$ cat src/rtl/sel_arbiter.sv
// ---------------------------------------------------------------------------
// sel_arbiter
//
// Round-robin arbiter that drives the select code of a downstream three-way
// selector. A grant is held for at least DWELL cycles. It is released once
// the consumer reports done. A done that arrives early is remembered
// (sticky) until the dwell time has elapsed. Each release is followed by
// exactly one idle gap cycle. All outputs come from registers.
//
// Optional feature macro: SEL_ARB_TIMEOUT_EN
//   defined   -> a grant that runs TIMEOUT cycles without done is released
//                and o_err pulses for one cycle together with o_sel = 2'b11.
//   undefined -> no timeout counter; o_err is tied low and a grant waits for
//                done indefinitely.
//
// Parameters
//   DWELL    minimum grant length in cycles (1..15)
//   TIMEOUT  maximum grant length without done (DWELL..255, macro only)
//
// Ports
//   i_clk   clock; all state changes happen on the rising edge
//   i_rst   synchronous active-high reset, highest priority
//   i_req   per-channel request, bit i requests channel i
//   i_done  downstream consumer has taken the selected word
//   o_sel   selector code, 2'b11 = no channel
//   o_gnt   one-hot copy of o_sel, all zero when o_sel = 2'b11
//   o_busy  high while a grant is held
//   o_err   single-cycle timeout pulse
// ---------------------------------------------------------------------------
module sel_arbiter #(
  parameter int unsigned DWELL   = 4,
  parameter int unsigned TIMEOUT = 15
) (
  input  logic       i_clk,
  input  logic       i_rst,
  input  logic [2:0] i_req,
  input  logic       i_done,
  output logic [1:0] o_sel,
  output logic [2:0] o_gnt,
  output logic       o_busy,
  output logic       o_err
);

  typedef enum logic [0:0] {
    IDLE  = 1'b0,
    GRANT = 1'b1
  } state_t;

  localparam logic [1:0] SEL_NONE   = 2'b11;
  localparam logic [3:0] DWELL_LAST = 4'(DWELL - 1);

  // One-hot form of a selector code; the "no channel" code maps to zero.
  function automatic logic [2:0] f_onehot(input logic [1:0] sel);
    logic [2:0] oh;
    case (sel)
      2'd0:    oh = 3'b001;
      2'd1:    oh = 3'b010;
      2'd2:    oh = 3'b100;
      default: oh = 3'b000;
    endcase
    return oh;
  endfunction

  // Round-robin pick: search last+1, last+2, last (mod 3).
  // Returns SEL_NONE when nothing is requested.
  function automatic logic [1:0] f_pick(input logic [2:0] req, input logic [1:0] last);
    logic [1:0] order [3];
    logic [1:0] win;
    case (last)
      2'd0: begin
        order[0] = 2'd1;
        order[1] = 2'd2;
        order[2] = 2'd0;
      end
      2'd1: begin
        order[0] = 2'd2;
        order[1] = 2'd0;
        order[2] = 2'd1;
      end
      default: begin
        order[0] = 2'd0;
        order[1] = 2'd1;
        order[2] = 2'd2;
      end
    endcase
    win = SEL_NONE;
    for (int k = 2; k >= 0; k--) begin
      if (req[order[k]]) begin
        win = order[k];
      end else begin
        win = win;
      end
    end
    return win;
  endfunction

  // Saturating 4-bit increment for the dwell counter.
  function automatic logic [3:0] f_sat_inc4(input logic [3:0] v);
    return (v == 4'hF) ? v : v + 4'd1;
  endfunction

  state_t     r_state;
  state_t     w_state_nxt;
  logic [1:0] r_last;
  logic [1:0] w_last_nxt;
  logic [3:0] r_dwell;
  logic [3:0] w_dwell_nxt;
  logic       r_done_seen;
  logic       w_done_seen_nxt;
  logic [1:0] r_sel;
  logic [1:0] w_sel_nxt;
  logic [2:0] r_gnt;
  logic       r_busy;
  logic [1:0] w_pick;
  logic       w_release;
  logic       w_tmo_hit;

  assign w_pick    = f_pick(i_req, r_last);
  // Done either now or remembered from earlier in this grant, and the dwell
  // counter has reached its final value.
  assign w_release = (i_done | r_done_seen) && (r_dwell >= DWELL_LAST);

`ifdef SEL_ARB_TIMEOUT_EN
  localparam logic [7:0] TMO_LAST = 8'(TIMEOUT - 1);

  logic [7:0] r_tmo;
  logic [7:0] w_tmo_nxt;
  logic       r_err;

  // A grant cycle counts towards the timeout only while no done is known.
  assign w_tmo_hit = !(i_done | r_done_seen) && (r_tmo >= TMO_LAST);

  // Timeout counter: cleared outside GRANT, saturating increment inside.
  always_comb begin
    w_tmo_nxt = 8'd0;
    if ((r_state == GRANT) && (w_state_nxt == GRANT)) begin
      w_tmo_nxt = (r_tmo == 8'hFF) ? r_tmo : r_tmo + 8'd1;
    end else begin
      w_tmo_nxt = 8'd0;
    end
  end

  // Timeout counter and error pulse registers.
  always_ff @(posedge i_clk) begin
    if (i_rst) begin
      r_tmo <= 8'd0;
      r_err <= 1'b0;
    end else begin
      r_tmo <= w_tmo_nxt;
      r_err <= (r_state == GRANT) && !w_release && w_tmo_hit;
    end
  end

  assign o_err = r_err;
`else
  assign w_tmo_hit = 1'b0;
  assign o_err     = 1'b0;
`endif

  // Next-state and next-output logic; everything defaults to the idle view.
  always_comb begin
    w_state_nxt     = r_state;
    w_last_nxt      = r_last;
    w_dwell_nxt     = 4'd0;
    w_done_seen_nxt = 1'b0;
    w_sel_nxt       = SEL_NONE;
    case (r_state)
      IDLE: begin
        // done in IDLE is ignored: done_seen stays clear here.
        if (i_req != 3'b000) begin
          w_state_nxt = GRANT;
          w_sel_nxt   = w_pick;
        end else begin
          w_state_nxt = IDLE;
        end
      end
      GRANT: begin
        if (w_release || w_tmo_hit) begin
          w_state_nxt = IDLE;
          w_last_nxt  = r_sel;
        end else begin
          // Requests may drop during GRANT; the held code does not move.
          w_state_nxt     = GRANT;
          w_sel_nxt       = r_sel;
          w_dwell_nxt     = f_sat_inc4(r_dwell);
          w_done_seen_nxt = r_done_seen | i_done;
        end
      end
      default: begin
        w_state_nxt = IDLE;
      end
    endcase
  end

  // State, arbitration history, counters and registered outputs.
  always_ff @(posedge i_clk) begin
    if (i_rst) begin
      r_state     <= IDLE;
      r_last      <= 2'd2;
      r_dwell     <= 4'd0;
      r_done_seen <= 1'b0;
      r_sel       <= SEL_NONE;
      r_gnt       <= 3'b000;
      r_busy      <= 1'b0;
    end else begin
      r_state     <= w_state_nxt;
      r_last      <= w_last_nxt;
      r_dwell     <= w_dwell_nxt;
      r_done_seen <= w_done_seen_nxt;
      r_sel       <= w_sel_nxt;
      r_gnt       <= f_onehot(w_sel_nxt);
      r_busy      <= (w_state_nxt == GRANT);
    end
  end

  assign o_sel  = r_sel;
  assign o_gnt  = r_gnt;
  assign o_busy = r_busy;

endmodule

$ cat config.mk
export PLATFORM = sky130hd
export DESIGN_NAME = sel_arbiter
export DESIGN_NICKNAME = d
export VERILOG_FILES = /design/src/rtl/sel_arbiter.sv
export SDC_FILE = /design/constraint.sdc
export NUM_CORES = 1
export LEC_CHECK = 0
export CORE_MARGIN = 4
export CORE_UTILIZATION = 41
export CTS_BUF_LIST = sky130_fd_sc_hd__clkbuf_2 sky130_fd_sc_hd__clkbuf_4 sky130_fd_sc_hd__clkbuf_8
export CTS_CLUSTER_SIZE = 14
export DETAILED_ROUTE_END_ITERATION = 8
export GPL_ROUTABILITY_DRIVEN = 0
export PLACE_DENSITY = 0.76
export SETUP_SLACK_MARGIN = 0.15
export SLEW_MARGIN = 20
export SYNTH_ARGS = -nofsm -noshare
export SYNTH_HDL_FRONTEND = slang
export SYNTH_SLANG_ARGS = --single-unit
$ cat constraint.sdc
create_clock -name i_clk -period 4 [get_ports i_clk]
set_input_delay 0.4 -clock i_clk [delete_from_list [all_inputs] [get_ports i_clk]]
set_output_delay 0.4 -clock i_clk [all_outputs]
set_load 0.01 [all_outputs]
==> results.sh, run 1 <==
export IMPL_ys_types=28
export IMPL_avgSynthCellArea_um2=9.30
export IMPL_die_area_um2=2020
export IMPL_grt_ovfl_total=0
export IMPL_core_area_um2=1280
export IMPL_timing_rr_start="r_dwell[0]"
export IMPL_rr_worst_depth=5
export IMPL_finalHoldViolCount=0
export IMPL_synth_area_um2=558
export IMPL_status="finished clean"
export IMPL_nets=82
export IMPL_post_cts_setup_buffers=0
export IMPL_path_clk_slew_ns=0.08
export IMPL_fin_util=0.552
export IMPL_die_y_um=44.9
export IMPL_fin_cells=89
export IMPL_ys_ff_latch=13
export IMPL_yosys_area_top_type_share=0.466
export IMPL_synth_async_reset_ratio=0
export IMPL_worstReg2RegEnd="o_gnt[1]"
export IMPL_fin_skew_ns=0.00599
export IMPL_ys_top_cells_by_count="nor2_1, dfxtp_1, inv_1, mux2i_1"
export IMPL_ios=13
export IMPL_whs_path_depth=2
export IMPL_drcViolationCount=0
export IMPL_worst_path_stages=1
export IMPL_powerDensity_nw_per_um2=377
export IMPL_vias_per_cell=5.16
export IMPL_fin_setup_tns_ns=0
export IMPL_syn_inst=60
export IMPL_routed_wl_um=1060
export IMPL_antenna_found_initial=0
export IMPL_ys_warn_count=0
export IMPL_synth_top_area_cell="dfxtp_1"
export IMPL_cts_sinks=13
export IMPL_diodes=0
export IMPL_r2r_slack_ns=2.35
export IMPL_cts_root_buf="clkbuf_4"
export IMPL_synthesis_nets=67
export IMPL_clk_latency_ns=0.28
export IMPL_rsz0062_at_grt="false"
export IMPL_die_x_um=44.9
export IMPL_maxCapViolCount=0
export IMPL_drtAntennaViolNets=0
export IMPL_hold_end="r_done_seen"
export IMPL_crit_path_max_incr_delay_ns=0.60
export IMPL_path_delay_family="buffers and inverters"
export IMPL_fmax_ghz=0.565
export IMPL_start_util=0.434
export IMPL_ys_seq_area_frac=0.466
export IMPL_port_buffers=11
export IMPL_yosys_cell_count_top_type="nor2_1"
export IMPL_first_pass_iters=4
export IMPL_crit_path_end_kind="primary output"
export IMPL_grt_pass1_wl_um=1840
export IMPL_final_cell_area_um2=709
export IMPL_cts_hold_fix_buffers=0
export IMPL_cp_start_kind="flop"
export IMPL_num_rows=13
export IMPL_cts_made_buffers=3
export IMPL_critPathBufInv=1
export IMPL_period_minus_slack_ns=1.77
export IMPL_grt_pass1_vias=443
export IMPL_ir_worst_vdd_v=0.000219
export IMPL_drv_slew=0
export IMPL_synth_edf_count=0
export IMPL_drive_gt1_frac=0.135
export IMPL_vias=459
export IMPL_leakage_uw=0.000287
export IMPL_grtUsageTotal=0.128
export IMPL_hold_start="r_done_seen"
export IMPL_hold_class="reg2reg"
export IMPL_cts_buffer_depth=2
export IMPL_arrival_ns=1.37
export IMPL_cts_resized=0
export IMPL_crit_type="reg2out"
export IMPL_crit_path_start="o_busy"
export IMPL_htree_levels=1
export IMPL_hpwl_um=778
export IMPL_area_growth_pct=27.1
export IMPL_synth_area_leaders="dfxtp_1, nor2_1, mux2i_1"
export IMPL_ys_dominant_reg_cell="dfxtp_1"
export IMPL_dp_cells=85
export IMPL_grt_max_degree=9
export IMPL_cts_tree="yes"
export IMPL_wl_per_cell_um=11.9
export IMPL_path_max_fanout=8
export IMPL_placedInstanceArea_um2=679
export IMPL_whs_ns=0.489
export IMPL_cp_slowest_cell="clkdlybuf4s50_1"
export IMPL_period_share=0.442
export IMPL_setup_violations=0
export IMPL_crit_chain="clkdlybuf4s50_1"
export IMPL_crit_required_ns=3.60
export IMPL_drt_iter0_drc=6
## layer usage
metal  vias to the layer above  share of wire  track usage
met2                        13           0.43        0.189
li1                        237              -            -
met1                       204           0.48        0.159
met3                         5          0.066       0.0598
met4                         0          0.021       0.0526
met5                         -              0            0
## cell families (layout without fill, tap and decap cells)
| logic type | after synthesis | after routing | synth area share |
|---|---|---|---|
| multiplexers | 3 | 3 | 0.0538 |
| AND/OR/NAND/NOR | 26 | 26 | 0.240 |
| AO/OA/AOI/OAI | 11 | 11 | 0.161 |
| flip-flops | 13 | 13 | 0.466 |
| buffers and inverters | 4 | 18 | 0.0336 |
| XOR/XNOR | 1 | 1 | 0.0157 |
| adder cells (fa/ha/maj) | 1 | 1 | 0.0224 |
| other | 1 | 1 | 0.00672 |
## worst max path at each step
| stage | slack [ns] | to |
|---|---|---|
| 2_1_floorplan | 2.56 | r_dwell[2] |
| 3_3_place_gp | 2.26 | r_last[1] |
| 3_5_place_dp | 2.25 | o_gnt[1] |
| 4_1_cts | 2.22 | o_busy |
| 5_1_grt | 2.15 | o_busy |
| 6_report | 2.23 | o_busy |
## state kept, by name, indices dropped and copies added (netlist names)
register	count
o_gnt	3
r_done_seen	1
o_sel	2
o_busy	1
r_dwell	4
r_last	2
## power breakdown
part / switching (uW) / internal [uW] / leakage (uW)
clock: 42.5 / 45.5 / 0.0000184
combinational: 16.5 / 20.6 / 0.000162
sequential: 6.21 / 136 / 0.000107
## final cells by class
class	count	area [um^2]
inverters	3	11.3
clock buffers	4	30.0
flip-flops and latches	13	260
multi-input cells	43	279
fillers	118	576
well taps	15	18.8
repair buffers	11	110
## stage by stage
| step | total power (uW) | setup slack [ns] |
|---|---|---|
| finish | 267 | 2.23 |
| global route | 282 | 2.15 |
| CTS | 272 | 2.22 |
| detailed placement | 183 | 2.25 |
| global placement | 182 | 2.26 |
| floorplan | 162 | 2.56 |
## layout by cell type, fill, tap and decap left out, types with 2 or more instances in the layout
| cell type | netlist | final |
|---|---|---|
| a31oi_1 | 2 | 2 |
| clkbuf_4 | 0 | 4 |
| clkdlybuf4s50_1 | 0 | 11 |
| dfxtp_1 | 13 | 13 |
| inv_1 | 3 | 3 |
| mux2i_1 | 3 | 3 |
| nand3_1 | 2 | 2 |
| nor2_1 | 14 | 14 |
| nor3_2 | 2 | 2 |
## worst min-delay path, cell delays in order, from the launching register on
cell and delay (ns):
dfxtp_1 0.33, nor2_1 0.08, nor2_1 0.05
(Power assumes the default switching activity.)
==> inputs of run 2 (changes only) <==
clock period = 1.64 ns   (was 4 ns; I/O delays follow)
==> run 2 against run 1 <==
  * First-iteration DRC count stayed put
  * Final area is 8.8% higher
  * Worst hold slack better by 0.031 ns
  * Highest routed layer is now met3
  * Register-to-register slack worse by 2.1 ns
  * Setup slack worse by 2.0 ns
  * Global-route usage is 0.44 points higher
  * Non-clock buffer count is 3 higher
  * Critical endpoint is now r_dwell[3]
  * Sequential share of layout area is 2.5 points lower
  * Clock power is 140% higher
  * Flip-flop and latch count stayed put
  * Combinational power grew to 2.7 times the previous value
  * Critical path type is now reg2reg
==> results.sh, run 2 (synthesis gave the netlist of run 1 again) <==
export IMPL_fill_cells=129
export IMPL_grt_pass1_vias=470
export IMPL_area_growth_pct=38.3
export IMPL_finalHoldViolCount=0
export IMPL_whs_path_depth=2
export IMPL_drive_gt1_frac=0.234
export IMPL_final_cell_area_um2=772
export IMPL_start_util=0.434
export IMPL_routed_wl_um=1130
export IMPL_drcViolationCount=0
export IMPL_hold_class="reg2reg"
export IMPL_final_common_cell="nor2_1"
export IMPL_status="finished clean"
export IMPL_fin_skew_ns=0.00711
export IMPL_period_minus_slack_ns=1.42
export IMPL_num_rows=13
export IMPL_rsz0062_at_grt="true"
export IMPL_path_max_fanout=5
export IMPL_vias=478
export IMPL_nets=85
export IMPL_drt_iter0_drc=6
export IMPL_gr_usage_met3=0.0598
export IMPL_hpwl_um=837
export IMPL_period_share=0.868
export IMPL_grt_util_met2=0.226
export IMPL_leakage_uw=0.000300
export IMPL_regMostFlops="r_dwell"
export IMPL_core_area_um2=1280
export IMPL_layout_common_cells="nor2_1, clkdlybuf4s50_1, dfxtp_1, clkbuf_4"
export IMPL_cts_buffer_depth=2
export IMPL_grt_max_degree=9
export IMPL_ios=13
export IMPL_clk_latency_ns=0.27
export IMPL_cts_made_buffers=3
export IMPL_largest_register_ffs=4
export IMPL_vias_per_cell=5.20
export IMPL_antenna_found_initial=0
export IMPL_placedInstanceArea_um2=694
export IMPL_cp_start_kind="flop"
export IMPL_setup_violations=0
export IMPL_drv_slew=0
export IMPL_arrival_ns=1.62
export IMPL_first_pass_iters=4
export IMPL_htree_levels=1
export IMPL_maxCapViolCount=0
export IMPL_drtAntennaViolNets=0
export IMPL_fin_setup_tns_ns=0
export IMPL_fmax_ghz=0.702
export IMPL_wl_per_cell_um=12.3
export IMPL_total_power_uw=658
export IMPL_busiest_layer="met2"
export IMPL_grtUsageTotal=0.132
export IMPL_dp_cells=87
export IMPL_path_clk_slew_ns=0.08
export IMPL_grtUsageMet1=0.141
export IMPL_die_y_um=44.9
export IMPL_die_x_um=44.9
export IMPL_die_area_um2=2020
export IMPL_cts_sinks=13
export IMPL_powerDensity_nw_per_um2=852
export IMPL_crit_required_ns=1.83
export IMPL_grt_ovfl_total=0
export IMPL_cts_tree="yes"
export IMPL_grt_pass1_wl_um=1910
export IMPL_fin_cells=92
export IMPL_crit_path_end_kind="flop"
export IMPL_port_buffers=11
export IMPL_rr_worst_depth=5
export IMPL_crit_type="reg2reg"
export IMPL_diodes=0
export IMPL_ir_worst_vdd_v=0.000727
export IMPL_cts_root_buf="clkbuf_4"
export IMPL_whs_ns=0.520
[run 2: worst paths after layout]
check,slack [ns],endpoint,from
setup / recovery,0.22,r_dwell[3],r_dwell[1]
hold / removal,0.52,r_done_seen,r_done_seen
setup reg to reg,0.22,r_dwell[3],r_dwell[1]
hold reg to reg,0.52,r_done_seen,r_done_seen
[run 2: area by class of cell]
class	count	area, um^2	area share
Tap cell	15	18.8	0.0243
Timing Repair Buffer	14	133	0.172
Sequential cell	13	264	0.342
Inverter	3	11.3	0.0146
Multi-Input combinational cell	43	315	0.408
Clock buffer	4	30.0	0.0389
[run 2: power by group]
group | leakage, uW | switching (uW) | internal (uW)
combinational | 0.000174 | 44.1 | 55.3
clock | 0.0000184 | 98.8 | 110
sequential | 0.000108 | 16.4 | 333
total | 0.000300 | 159 | 499
[run 2: routing by layer]
layer	up-vias	share of wire
met5	-	0
met4	0	0
met3	0	0.056
met2	8	0.50
met1	224	0.45
li1	246	-
[run 2: critical path: stages (launching register included)]
cell and delay (ns):
dfxtp_2 0.35, ha_4 0.17, o32ai_4 0.29, nand2_2 0.13, or2_4 0.30, nor3_4 0.11
[run 2: metrics by stage]
step                       util  setup slack [ns]
after floorplan               -             0.203
after global placement    0.540             0.104
after detailed placement  0.540             0.107
after CTS                 0.575             0.164
after global routing      0.601             0.106
final                     0.601             0.216
[run 2: what timing repair did]
item | CTS | global route
pin swaps | 0 | 5
setup endpoints to repair | 5 | 4
setup buffers | 0 | 1
resized for setup | 3 | 5
cloned | 0 | 0
hold buffers | 0 | 0
